--- config.mk ---
export PLATFORM = sky130hd
export DESIGN_NAME = march_bist_ctrl_flat
export DESIGN_NICKNAME = d
export VERILOG_FILES = /design/src/rtl/march_bist_ctrl_if.sv /design/src/rtl/march_bist_ctrl.sv /design/src/flat_wrapper.sv
export SDC_FILE = /design/constraint.sdc
export NUM_CORES = 1
export LEC_CHECK = 0
export ABC_AREA = 0
export BUFFER_PORTS_ARGS = -buffer_cell sky130_fd_sc_hd__buf_4
export CORE_ASPECT_RATIO = 0.8
export CORE_UTILIZATION = 23
export DETAILED_ROUTE_END_ITERATION = 12
export SYNTH_ARGS = -nofsm -noshare
export SYNTH_HDL_FRONTEND = slang
export SYNTH_SLANG_ARGS = --single-unit
--- constraint.sdc ---
create_clock -name clk -period 5.7 [get_ports clk]
set_input_delay 0.57 -clock clk [delete_from_list [all_inputs] [get_ports clk]]
set_output_delay 0.57 -clock clk [all_outputs]
set_load 0.1 [all_outputs]
--- src/rtl/march_bist_ctrl_if.sv ---
// Bundle of the BIST handshake, SRAM port and first-failure diagnostics.
// The controller takes the master side; the SRAM wrapper / test controller take the slave side.
interface march_bist_ctrl_if #(
   parameter int ADDR_W = 4,
   parameter int DATA_W = 32,
   parameter int CNT_W  = 16
);
   logic              bist_start;
   logic              bist_busy;
   logic              bist_done;
   logic              bist_fail;
   logic              mem_en;
   logic              mem_we;
   logic [ADDR_W-1:0] mem_addr;
   logic [DATA_W-1:0] mem_wdata;
   logic [DATA_W-1:0] mem_rdata;
   logic [ADDR_W-1:0] fail_addr;
   logic [1:0]        fail_bg;
   logic [2:0]        fail_elem;
   logic [DATA_W-1:0] fail_expected;
   logic [DATA_W-1:0] fail_actual;
   logic [CNT_W-1:0]  fail_count;

   modport master (
      input  bist_start, mem_rdata,
      output bist_busy, bist_done, bist_fail, mem_en, mem_we, mem_addr, mem_wdata,
             fail_addr, fail_bg, fail_elem, fail_expected, fail_actual, fail_count
   );

   modport slave (
      output bist_start, mem_rdata,
      input  bist_busy, bist_done, bist_fail, mem_en, mem_we, mem_addr, mem_wdata,
             fail_addr, fail_bg, fail_elem, fail_expected, fail_actual, fail_count
   );
endinterface

--- src/rtl/march_bist_ctrl.sv ---
// March C- BIST controller for a single-port SRAM with 1-cycle read latency.
// One SRAM op per cycle; reads are compared one cycle later and the first failure is captured.
module march_bist_ctrl #(
   parameter int ADDR_W       = 4,
   parameter int DATA_W       = 32,
   parameter int NUM_BG       = 4,
   parameter int CNT_W        = 16,
   parameter bit STOP_ON_FAIL = 1'b0
) (
   input  logic              clk,
   input  logic              rst,
   march_bist_ctrl_if.master bus
);

   typedef enum logic [1:0] {S_IDLE, S_RUN, S_DRAIN, S_DONE} state_e;

   localparam logic [1:0] LAST_BG = 2'(NUM_BG - 1);

   state_e            state_q, state_d;
   logic [1:0]        bg_q, bg_d;
   logic [2:0]        elem_q, elem_d;
   logic [ADDR_W-1:0] addr_q, addr_d;
   logic              phase_q, phase_d;
   logic              drain_q, drain_d;

   logic              rd_vld_q;
   logic [DATA_W-1:0] exp_q;
   logic [ADDR_W-1:0] cmp_addr_q;
   logic [1:0]        cmp_bg_q;
   logic [2:0]        cmp_elem_q;

   logic              fail_q;
   logic [ADDR_W-1:0] fail_addr_q;
   logic [1:0]        fail_bg_q;
   logic [2:0]        fail_elem_q;
   logic [DATA_W-1:0] fail_exp_q;
   logic [DATA_W-1:0] fail_act_q;
   logic [CNT_W-1:0]  fail_count_q;

   logic              run, start_ok, two_op, is_read, invert, down;
   logic              last_in_addr, elem_end, mismatch;
   logic [ADDR_W-1:0] op_addr;
   logic [DATA_W-1:0] op_data;

   function automatic logic [DATA_W-1:0] bg_pattern(input logic [1:0] bg);
      logic [7:0] b;
      case (bg)
         2'd0:    b = 8'h00;
         2'd1:    b = 8'h55;
         2'd2:    b = 8'h33;
         default: b = 8'h0F;
      endcase
      return {(DATA_W/8){b}};
   endfunction

   // Op decode: phase 0 is the read of a two-op element, phase 1 its write.
   // Descending elements count addr_q upward and drive its complement.
   always_comb begin
      run          = (state_q == S_RUN);
      start_ok     = bus.bist_start && ((state_q == S_IDLE) || (state_q == S_DONE));
      two_op       = (elem_q != 3'd0) && (elem_q != 3'd5);
      is_read      = (elem_q != 3'd0) && !phase_q;
      down         = (elem_q == 3'd3) || (elem_q == 3'd4);
      invert       = ((elem_q == 3'd1) || (elem_q == 3'd3)) ? phase_q :
                     ((elem_q == 3'd2) || (elem_q == 3'd4)) ? !phase_q : 1'b0;
      op_addr      = down ? ~addr_q : addr_q;
      op_data      = invert ? ~bg_pattern(bg_q) : bg_pattern(bg_q);
      last_in_addr = !two_op || phase_q;
      elem_end     = last_in_addr && (&addr_q);
      mismatch     = rd_vld_q && (bus.mem_rdata != exp_q);
   end

   always_comb begin
      // NOTE: every next-state signal gets its hold value first so no path can infer a latch.
      state_d = state_q;
      bg_d    = bg_q;
      elem_d  = elem_q;
      addr_d  = addr_q;
      phase_d = phase_q;
      drain_d = drain_q;
      case (state_q)
         S_IDLE, S_DONE: begin
            if (start_ok) begin
               state_d = S_RUN;
               bg_d    = 2'd0;
               elem_d  = 3'd0;
               addr_d  = '0;
               phase_d = 1'b0;
            end
         end
         S_RUN: begin
            drain_d = 1'b0;
            if (!last_in_addr) begin
               phase_d = 1'b1;
            end else begin
               phase_d = 1'b0;
               addr_d  = addr_q + 1'b1;
            end
            if (elem_end) begin
               if (elem_q == 3'd5) begin
                  elem_d = 3'd0;
                  if (bg_q == LAST_BG) state_d = S_DRAIN;
                  else                 bg_d    = bg_q + 2'd1;
               end else begin
                  elem_d = elem_q + 3'd1;
               end
            end
            if (STOP_ON_FAIL && mismatch) state_d = S_DRAIN;
         end
         S_DRAIN: begin
            drain_d = 1'b1;
            if (drain_q) state_d = S_DONE;
         end
         default: state_d = S_IDLE;
      endcase
   end

   always_ff @(posedge clk or posedge rst) begin
      if (rst) begin
         state_q <= S_IDLE;
         bg_q    <= 2'd0;
         elem_q  <= 3'd0;
         addr_q  <= '0;
         phase_q <= 1'b0;
         drain_q <= 1'b0;
      end else begin
         // NOTE: non-blocking assignments so every register samples the pre-edge values.
         state_q <= state_d;
         bg_q    <= bg_d;
         elem_q  <= elem_d;
         addr_q  <= addr_d;
         phase_q <= phase_d;
         drain_q <= drain_d;
      end
   end

   // Compare context travels with each read so it lines up with the returning data.
   always_ff @(posedge clk or posedge rst) begin
      if (rst) begin
         rd_vld_q   <= 1'b0;
         exp_q      <= '0;
         cmp_addr_q <= '0;
         cmp_bg_q   <= 2'd0;
         cmp_elem_q <= 3'd0;
      end else begin
         rd_vld_q <= run && is_read;
         if (run && is_read) begin
            exp_q      <= op_data;
            cmp_addr_q <= op_addr;
            cmp_bg_q   <= bg_q;
            cmp_elem_q <= elem_q;
         end
      end
   end

   always_ff @(posedge clk or posedge rst) begin
      if (rst) begin
         fail_q       <= 1'b0;
         fail_addr_q  <= '0;
         fail_bg_q    <= 2'd0;
         fail_elem_q  <= 3'd0;
         fail_exp_q   <= '0;
         fail_act_q   <= '0;
         fail_count_q <= '0;
      end else if (start_ok) begin
         fail_q       <= 1'b0;
         fail_addr_q  <= '0;
         fail_bg_q    <= 2'd0;
         fail_elem_q  <= 3'd0;
         fail_exp_q   <= '0;
         fail_act_q   <= '0;
         fail_count_q <= '0;
      end else if (mismatch) begin
         fail_q <= 1'b1;
         if (!fail_q) begin
            fail_addr_q <= cmp_addr_q;
            fail_bg_q   <= cmp_bg_q;
            fail_elem_q <= cmp_elem_q;
            fail_exp_q  <= exp_q;
            fail_act_q  <= bus.mem_rdata;
         end
         if (!(&fail_count_q)) fail_count_q <= fail_count_q + 1'b1;
      end
   end

   assign bus.bist_busy     = run || (state_q == S_DRAIN);
   assign bus.bist_done     = (state_q == S_DONE);
   assign bus.bist_fail     = fail_q;
   assign bus.mem_en        = run;
   assign bus.mem_we        = run && !is_read;
   assign bus.mem_addr      = run ? op_addr : '0;
   assign bus.mem_wdata     = (run && !is_read) ? op_data : '0;
   assign bus.fail_addr     = fail_addr_q;
   assign bus.fail_bg       = fail_bg_q;
   assign bus.fail_elem     = fail_elem_q;
   assign bus.fail_expected = fail_exp_q;
   assign bus.fail_actual   = fail_act_q;
   assign bus.fail_count    = fail_count_q;

endmodule

--- src/flat_wrapper.sv ---
// flat-port wrapper written by rule: the top's interface ports become plain ports
module march_bist_ctrl_flat 
#(
   parameter int ADDR_W       = 4,
   parameter int DATA_W       = 32,
   parameter int NUM_BG       = 4,
   parameter int CNT_W        = 16,
   parameter bit STOP_ON_FAIL = 1'b0
)
  (clk, rst, bus_bist_start, bus_mem_rdata, bus_bist_busy, bus_bist_done, bus_bist_fail, bus_mem_en, bus_mem_we, bus_mem_addr, bus_mem_wdata, bus_fail_addr, bus_fail_bg, bus_fail_elem, bus_fail_expected, bus_fail_actual, bus_fail_count);
  march_bist_ctrl_if #(.ADDR_W(ADDR_W), .DATA_W(DATA_W), .CNT_W(CNT_W)) bus_i ();
  input  logic clk;
  input  logic rst;
  input wire logic [$bits(bus_i.bist_start)-1:0] bus_bist_start;
  input wire logic [$bits(bus_i.mem_rdata)-1:0] bus_mem_rdata;
  output wire logic [$bits(bus_i.bist_busy)-1:0] bus_bist_busy;
  output wire logic [$bits(bus_i.bist_done)-1:0] bus_bist_done;
  output wire logic [$bits(bus_i.bist_fail)-1:0] bus_bist_fail;
  output wire logic [$bits(bus_i.mem_en)-1:0] bus_mem_en;
  output wire logic [$bits(bus_i.mem_we)-1:0] bus_mem_we;
  output wire logic [$bits(bus_i.mem_addr)-1:0] bus_mem_addr;
  output wire logic [$bits(bus_i.mem_wdata)-1:0] bus_mem_wdata;
  output wire logic [$bits(bus_i.fail_addr)-1:0] bus_fail_addr;
  output wire logic [$bits(bus_i.fail_bg)-1:0] bus_fail_bg;
  output wire logic [$bits(bus_i.fail_elem)-1:0] bus_fail_elem;
  output wire logic [$bits(bus_i.fail_expected)-1:0] bus_fail_expected;
  output wire logic [$bits(bus_i.fail_actual)-1:0] bus_fail_actual;
  output wire logic [$bits(bus_i.fail_count)-1:0] bus_fail_count;
  assign bus_i.bist_start = bus_bist_start;
  assign bus_i.mem_rdata = bus_mem_rdata;
  assign bus_bist_busy = bus_i.bist_busy;
  assign bus_bist_done = bus_i.bist_done;
  assign bus_bist_fail = bus_i.bist_fail;
  assign bus_mem_en = bus_i.mem_en;
  assign bus_mem_we = bus_i.mem_we;
  assign bus_mem_addr = bus_i.mem_addr;
  assign bus_mem_wdata = bus_i.mem_wdata;
  assign bus_fail_addr = bus_i.fail_addr;
  assign bus_fail_bg = bus_i.fail_bg;
  assign bus_fail_elem = bus_i.fail_elem;
  assign bus_fail_expected = bus_i.fail_expected;
  assign bus_fail_actual = bus_i.fail_actual;
  assign bus_fail_count = bus_i.fail_count;
  march_bist_ctrl #(.ADDR_W(ADDR_W), .DATA_W(DATA_W), .NUM_BG(NUM_BG), .CNT_W(CNT_W), .STOP_ON_FAIL(STOP_ON_FAIL)) u_core (.clk(clk), .rst(rst), .bus(bus_i));
endmodule
After elaboration in Yosys (flattened, before gate mapping) --
Index checks and enable logic that the tools add are counted.
Operators by class: equality and inequality tests 22, add/subtract/negate cells 4, multiplexer cells 49, reduce and logical (&&, ||, !) cells 32, bitwise operators 2
Operators with widths (count):
- 32-bit 2-to-1 mux | 8
- 16-bit 2-to-1 mux | 3
- 32-bit inequality test | 1
- 31-bit inverter with 32-bit output | 1
- 4-bit 2-to-1 mux | 7
- 2-bit 2-to-1 mux | 12
- 7-bit one-hot mux with 3 select lines | 1
- 3-bit 2-to-1 mux | 6
- 16-bit by 1-bit adder with 16-bit output, second input constant | 1
- 16-bit AND reduction | 1
- 2-bit inequality test, second input constant | 6
- 5-bit AND reduction | 2
- 2-bit equality test, second input constant | 4
- 4-bit one-hot mux with 2 select lines | 1
- 1-bit logical AND | 7
- 3-bit by 2-bit equality test with 1-bit output, second input constant | 2
- 3-bit equality test, second input constant | 2
- 1-bit logical OR | 6
- 1-bit 2-to-1 mux | 6
- 2-bit by 1-bit inequality test with 1-bit output, second input constant | 3
- 2-bit one-hot mux with 3 select lines | 1
- 3-bit one-hot mux with 2 select lines | 1
- 2-bit AND reduction | 3
- 3-bit AND reduction | 2
- other kinds (15) | 22
Storage, ports and cells: bits in registers 145, bits of input ports 35

Depth between registers and ports, before layout --
Gate-level depths: netlist of the first run.
depth in word-level cells 7, gate-level depth with buffers 8, mapped depth without buffers 8

Worst setup path before layout of the first run --
Ideal clock, no wire load.
kind register -> output, from register u_core.state_q[1], to output port bus_mem_wdata[15], arrival time 3867 ps, data required time 5130 ps, path buffers 1, slack 1263 ps, stages on the path, launching flop included 7, cell sequence dfrtp_1 -> inv_1 -> ha_1 -> o21ai_1 -> inv_1 -> and2_1 -> buf_4
On the way: word-level cells in the longest chain between the ends 3
Ends and longest elaborated chain:
- start, declared | line march_bist_ctrl.sv:19 | state_e state_q, state_d;
- start signal, assigned | line march_bist_ctrl.sv:128 | state_q <= state_d;
- 2-bit by 1-bit equality test with 1-bit output | line march_bist_ctrl.sv:59 | run = (state_q == S_RUN);
- net bus_mem_en | line flat_wrapper.sv:19 | output wire logic [$bits(bus_i.mem_en)-1:0] bus_mem_en;
- 1-bit logical AND
- net bus_mem_we | line flat_wrapper.sv:20 | output wire logic [$bits(bus_i.mem_we)-1:0] bus_mem_we;
- 32-bit 2-to-1 mux | line march_bist_ctrl.sv:192 | assign bus.mem_wdata = (run && !is_read) ? op_data : '0;
- end, declared | line flat_wrapper.sv:22 | output wire logic [$bits(bus_i.mem_wdata)-1:0] bus_mem_wdata;
The timed path passes the listed nets, and every way through them passes these cells.

Worst setup path after layout of the first run --
from register u_core.elem_q[0], to output port bus_mem_wdata[29]
On the way: word-level cells in the longest chain between the ends 6
Ends and longest elaborated chain:
- start, declared | line march_bist_ctrl.sv:21 | logic [2:0] elem_q, elem_d;
- start signal, assigned | line march_bist_ctrl.sv:130 | elem_q <= elem_d;
- 3-bit by 2-bit equality test with 1-bit output / 3-bit equality test (equally long branches) | line march_bist_ctrl.sv:65 | ((elem_q == 3'd2) || (elem_q == 3'd4)) ? !phase_q : 1'b0;
- 1-bit logical OR | line march_bist_ctrl.sv:65
- 1-bit 2-to-1 mux | line march_bist_ctrl.sv:65
- 1-bit 2-to-1 mux | line march_bist_ctrl.sv:64 | invert = ((elem_q == 3'd1) || (elem_q == 3'd3)) ? phase_q :
- 32-bit 2-to-1 mux | line march_bist_ctrl.sv:67 | op_data = invert ? ~bg_pattern(bg_q) : bg_pattern(bg_q);
- 32-bit 2-to-1 mux * | line march_bist_ctrl.sv:192
Every way passes the cells marked *; elsewhere a longest branch is shown, timed or not.

==> impl_metrics.ini, run 1 <==
[cells_and_area]
fin_util_pct = 30.3
register_area_um2 = 2430
final_cell_count_no_fill = 987
syn2layout_area_growth_pct = 27.1
finish.net_count = 728
drive_gt1_share_pct = 27.9
antenna-diode-count = 0
fill_cells = 2339
multi_input_comb_area_um2 = 2230

[global_route]
grt_start_max_net_pins = 104
grt_pass1_vias = 4131
antenna_violations_before_repair = 0
grt.total_usage_pct = 13.0
global_route_wire_length_before_repair_um = 23300
grt-ovfl-total = 0

[synth]
syn-cell-area_um2 = 5230
number_of_instances_in_the_synthesized_netlist = 587
netlist-cell-type-count = 44
synth.yosys.seq_area_share_pct = 46.4
ys_seq_elements = 97
synthesis.area_per_instance_um2 = 8.91
synthesis.nets = 633
synth.yosys.warnings = 0

[sta]
finalSetupViolations = 0
hold_ws_ns = 0.293
clock-skew-final_ns = 0.0112
hold_violations = 0
slew-limit-headroom_pct = 23.5
fmaxAchievable_mhz = 266
finalMaxSlewViolations = 0
totalNegativeSetupSlack_ns = 0
timing.final.crit_share_pct = 66.0
max_slew.worst_pin.slew_ns = 1.14
final_period_minus_worst_setup_slack_ns = 3.76
grt_setup_unrepaired = false

[floorplanning]
initial_standard_cell_utilization_of_the_core_pct = 23.9
floorplan.rows = 48
die_width_um = 171
die_height_um = 137
design.die.area_um2 = 23300
coreArea_um2 = 21900
ioPinCount = 165

[setup_path]
timing.critical_path.from_type = flip-flop
launching_point_of_the_worst_reg2reg_path = u_core.exp_q[27]
critPathCaptureType = output port
setup.worst_path.start = u_core.elem_q[0]
worstPathMaxFanout = 10
critical_path_class = flip-flop to output port
cp.required_ns = 5.13
crit_arrival_ns = 3.19

[clocking]
cts_inserted_buffers = 9
cts_num_sinks = 97
clock-root-buffer = sky130_fd_sc_hd__clkbuf_16
clk_pin_slew_worst_paths_ns = 0.08
cts_stage_hold_buffer_count = 0
ctsResizeCount = 0
post_cts_buffers = 0
clockBufferDepth = 2
clock_insertion_delay_worst_skew_ns = 0.35
clock_tree_from_tritoncts = built
h-tree-depth = 3

[place]
place.gp.congestion = 0.715
place.port_buffers = 164
placed_cells = 971
hpwl_um = 11300

[job]
cap_viol_max_count = 0

[outcome]
outcome = completed

[detailed_routing]
post-route-drc-count = 0
antenna_violating_nets_left = 0
wirelength_um = 15500
num_vias = 4453
drt-initial-drc-count = 269
drt-pass1-iter-count = 6
vias_per_cell = 4.51
routedWlPerCell_um = 15.7

[worst_hold_path]
min-delay-path-class = input pin to async pin
## state kept, by name (all words and copies together), names as in the netlist, 3 cells and up
name and flops:
u_core.addr_q 4, u_core.cmp_addr_q 4, u_core.elem_q 3, u_core.cmp_elem_q 3, u_core.exp_q 8, u_core.bus.fail_actual 32
u_core.bus.fail_addr 4, u_core.bus.fail_expected 8, u_core.bus.fail_count 16, u_core.bus.fail_elem 3
## logic make-up after synthesis
logic type                 count (synthesis)  synth area share, %
adders and majority gates                 11                 2.63
muxes                                      6                 1.20
xor gates and xnor gates                  19                 3.18
DFF                                       97                 46.4
AOI/OAI and AO/OA                        119                 13.5
buffers and inverters                     97                 11.2
and+or+nand+nor                          238                 21.9
## layout by cell type, fill, tap and decap left out, types with 8 or more instances in the layout
master,count
sky130_fd_sc_hd__nand3_1,70
sky130_fd_sc_hd__xnor2_1,10
sky130_fd_sc_hd__ha_1,11
sky130_fd_sc_hd__a21oi_1,16
sky130_fd_sc_hd__nor2_1,12
sky130_fd_sc_hd__or4_1,11
sky130_fd_sc_hd__o21ai_0,54
sky130_fd_sc_hd__and2_1,8
sky130_fd_sc_hd__or3_1,13
sky130_fd_sc_hd__clkbuf_16,9
sky130_fd_sc_hd__and3_1,8
sky130_fd_sc_hd__dfrtp_1,97
sky130_fd_sc_hd__o21ai_1,23
sky130_fd_sc_hd__xor2_1,9
sky130_fd_sc_hd__nand4_1,9
sky130_fd_sc_hd__inv_1,14
sky130_fd_sc_hd__buf_4,165
sky130_fd_sc_hd__nand2_1,94
## path summary, 6_finish.rpt
path                                                   end  slack [ns]  depth (start not counted)
max in group asynchronous                   u_core.bg_q[1]        4.26                          3
worst min-delay path              u_core.bus.fail_count[9]        0.29                          2
min in group clk                 u_core.bus.fail_actual[6]        0.47                          3
worst min register to register        u_core.cmp_elem_q[2]        0.48                          2
worst max register to register  u_core.bus.fail_actual[20]        2.66                          7
worst max-delay path                     bus_mem_wdata[29]        1.94                          6
## critical path, cell delays in order (launching register included)
cell and delay [ns]:
sky130_fd_sc_hd__dfrtp_1 0.50, sky130_fd_sc_hd__and2_1 0.21, sky130_fd_sc_hd__ha_1 0.20, sky130_fd_sc_hd__o41ai_2 0.97
sky130_fd_sc_hd__xnor2_1 0.26, sky130_fd_sc_hd__nor2_1 0.33, sky130_fd_sc_hd__buf_4 0.36
## cell usage after synthesis (all sizes together)
cell type   n  share of area [%]
o22ai       2               0.24
xor2        9                1.5
nor3        4               0.38
nand2      95                6.8
o2bb2ai     1               0.17
nor3b       1               0.14
or3b        1               0.17
a211oi      2               0.29
inv        15                1.1
o21a        2               0.29
nor2       13               0.98
o211ai      3               0.53
nand4       9                1.1
clkbuf     21                1.6
ha         11                2.6
o21ai      77                7.4
buf        61                8.5
a21oi      16                1.5
or4        11                1.6
mux2i       4               0.77
xnor2      10                1.7
a22oi       2               0.29
mux2        2               0.43
or3        13                1.6
nor4        4               0.48
nand2b      1               0.12
nand3      70                6.7
o31ai       6               0.86
a222oi      1               0.19
o41ai       1               0.31
o21ba       1               0.19
and3        8               0.96
o311ai      1               0.17
a2111oi     1               0.53
o31a        2               0.34
and2        8               0.96
a32o        1               0.19
dfrtp      97                 46
## metal layers
metal	vias to the layer above	GRT usage [%]	wire length (um)
li1	2182	-	-
met4	0	3.20	152
met1	2123	18.7	7570
met2	135	19.9	6880
met3	13	2.63	861
met5	-	0	0
## stage by stage
step                setup slack (ns)  cell area (um2)
floorplan                       1.26             5230
global placement                2.31             6350
detailed placement              2.29             6350
CTS                             1.88             6640
global route                    1.67             6640
finish                          1.94             6640
## cell type report
class	instances	area share [%]
flip-flops and latches	97	36.5
clock inverters	5	0.565
well taps	300	5.65
clock buffers	11	3.80
multi-input cells	393	33.6
inverters	15	0.885
repair buffers	166	18.9
Power of run 1 is left out: the tool's default activity adds up to more than one toggle a clock period on the data nets, which glitch-free logic cannot reach.
==> run 2: changes to the inputs <==
- ABC_AREA: 0 -> 1
- clock period: 5.7 -> 3.6 ns (I/O delays scaled with it)
==> run 2 against run 1 <==
Against the previous run: the run now ends with design-rule violations left; worst hold slack lost 0.066 ns; via count grew 15%; sequential share of layout area shrank 3.6 points; flip-flop and latch count unchanged; first-iteration DRC count is 26% higher; final area rose by 11%; utilization shrank 0.28 points; cell count rose by 24%; critical path depth up 4; critical path type unchanged.
==> impl_metrics.ini, run 2 <==
[sta]
hold_violations = 0
finalMaxSlewViolations = 0
fmaxAchievable_mhz = 341
slew-limit-headroom_pct = 36.0
max_slew.worst_pin.slew_ns = 0.960
final_period_minus_worst_setup_slack_ns = 2.93
clock-skew-final_ns = 0.0151
totalNegativeSetupSlack_ns = 0
timing.final.crit_share_pct = 81.4
finalSetupViolations = 0
grt_setup_unrepaired = false

[clocking]
clock-root-buffer = sky130_fd_sc_hd__clkbuf_16
cts_stage_hold_buffer_count = 0
clock_tree_from_tritoncts = built
ctsResizeCount = 0
post_cts_buffers = 0
cts_num_sinks = 97
clockBufferDepth = 2
clock_insertion_delay_worst_skew_ns = 0.35
cts_inserted_buffers = 9
h-tree-depth = 3
clk_pin_slew_worst_paths_ns = 0.08

[detailed_routing]
drt-initial-drc-count = 338
vias_per_cell = 4.21
num_vias = 5137
drt-pass1-iter-count = 9
post-route-drc-count = 15
routedWlPerCell_um = 13.8
wirelength_um = 16900
antenna_violating_nets_left = 0

[global_route]
grt_start_max_net_pins = 75
grt.total_usage_pct = 13.3
grt-ovfl-total = 0
global_route_wire_length_before_repair_um = 26900
antenna_violations_before_repair = 0
grt_pass1_vias = 4810

[job]
cap_viol_max_count = 0

[setup_path]
crit_arrival_ns = 2.57
worstPathMaxFanout = 8
timing.reg2reg.worst_path_depth = 13
slowest_stage = sky130_fd_sc_hd__dfrtp_1
cpPeakStageDelay_ns = 0.45
critical_path.cell_chain = nand2_1, inv_1, ha_1, inv_1, nand4_1, nand2_2, xor2_1, inv_1, nor2_4, buf_4
cp.required_ns = 3.24
launching_point_of_the_worst_reg2reg_path = u_core.exp_q[25]
critical_path_class = flip-flop to output port
cp_common_cell = sky130_fd_sc_hd__inv_1
timing.critical_path.from_type = flip-flop
critPathCaptureType = output port
worstReg2RegEnd = u_core.bus.fail_actual[10]
reg2reg_slack_ns = 0.94

[cells_and_area]
drive_gt1_share_pct = 24.1
number_of_flip_flops_in_the_largest_register = 32
syn2layout_area_growth_pct = 27.2
fin_util_pct = 30.0
register_area_um2 = 2430
commonest_non_fill_non_tap_cell_in_the_layout = sky130_fd_sc_hd__nand2_1
most_frequent_cells_in_the_layout = 239 x sky130_fd_sc_hd__nand2_1, 172 x sky130_fd_sc_hd__buf_4, 97 x sky130_fd_sc_hd__dfrtp_1, 94 x sky130_fd_sc_hd__nor2_1, 77 x sky130_fd_sc_hd__inv_1
fill_cells = 2626
antenna-diode-count = 0
multi_input_comb_area_um2 = 2590
finish.net_count = 944

[synth]
number_of_instances_in_the_synthesized_netlist = 796
synth.yosys.warnings = 0
yosysMostFrequentCell = sky130_fd_sc_hd__nand2_1
ys.flop_type = sky130_fd_sc_hd__dfrtp_1
synthesis.area_per_instance_um2 = 7.29
largest_cells_by_area_after_synthesis = sky130_fd_sc_hd__dfrtp_1 42%, sky130_fd_sc_hd__nand2_1 16%, sky130_fd_sc_hd__nor2_1 6.6%, sky130_fd_sc_hd__buf_4 6.5%, sky130_fd_sc_hd__nand3_1 6.3%
synth.yosys.seq_area_share_pct = 41.8
synthesis.nets = 842
yosys.area.top_type_share_pct = 41.8
ys_top_cells_by_count = 240 x sky130_fd_sc_hd__nand2_1, 102 x sky130_fd_sc_hd__nor2_1, 97 x sky130_fd_sc_hd__dfrtp_1
synth_edf_count = 0
ys_seq_elements = 97
netlist-cell-type-count = 29
postSynth.asyncResetShare_pct = 100
syn-cell-area_um2 = 5800
synthDominantAreaCellType = sky130_fd_sc_hd__dfrtp_1

[floorplanning]
die_width_um = 180
die_height_um = 144
coreArea_um2 = 24600
design.die.area_um2 = 25900
floorplan.rows = 51
initial_standard_cell_utilization_of_the_core_pct = 23.6
ioPinCount = 165

[worst_hold_path]
min-delay-path-class = input pin to async pin

[place]
place.port_buffers = 164
place.gp.congestion = 0.797
hpwl_um = 12800

[outcome]
outcome = finished, violations left
failed_checks = design-rule violations
## run 2: worst max path at each step
stage	endpoint	depth (start not counted)	startpoint	slack [ns]
after CTS	bus_mem_wdata[10]	10	u_core.elem_q[1]	0.66
after detailed placement	u_core.bus.fail_actual[10]	12	u_core.exp_q[30]	0.95
final	bus_mem_wdata[14]	10	u_core.elem_q[1]	0.67
after global routing	bus_mem_wdata[10]	9	u_core.elem_q[1]	0.45
after floorplan	bus_mem_wdata[15]	8	u_core.state_q[1]	0.03
after global placement	u_core.bus.fail_actual[10]	12	u_core.exp_q[30]	0.98
## run 2: cell families after synthesis
| group | share of synthesized area, % |
|---|---|
| buffers and inverters | 14.9 |
| xor gates and xnor gates | 6.04 |
| AOI/OAI and AO/OA | 4.08 |
| adders and majority gates | 2.37 |
| DFF | 41.8 |
| and+or+nand+nor | 30.6 |
| muxes | 0.173 |
## run 2: per-stage QoR
step | area, um2 | worst slack (ns) | hold WS [ns] | instances
floorplan | 5940 | 0.0336 | 0.453 | 796
finish | 7380 | 0.671 | 0.227 | 1221
detailed placement | 7070 | 0.951 | 0.474 | 1205
global route | 7380 | 0.448 | 0.329 | 1221
global placement | 7070 | 0.977 | 0.468 | 1205
CTS | 7380 | 0.659 | 0.258 | 1221
## run 2: worst max-delay path, delay by kind of cell, from the launching register on
family / cells / cell delay, ns
and+or+nand+nor: 4 / 0.69
adders and majority gates: 1 / 0.17
xor gates and xnor gates: 1 / 0.35
DFF: 1 / 0.45
buffers and inverters: 4 / 0.56
## run 2: metal layers
metal	up-vias	global-route usage, %	wire length, um
li1	2598	-	-
met1	2371	19.0	8470
met2	155	20.6	7420
met3	13	2.54	832
met4	0	3.27	176
met5	-	0	0
## run 2: cell type report
cell class,instances,area share (%)
tap,318,5.39
inverter,87,4.58
clock inverter,7,1.15
clock buffer,9,3.05
timing repair buffer,173,17.8
sequential,97,32.9
multi-input combinational,530,35.2
Power of run 2 is left out for the same reason.
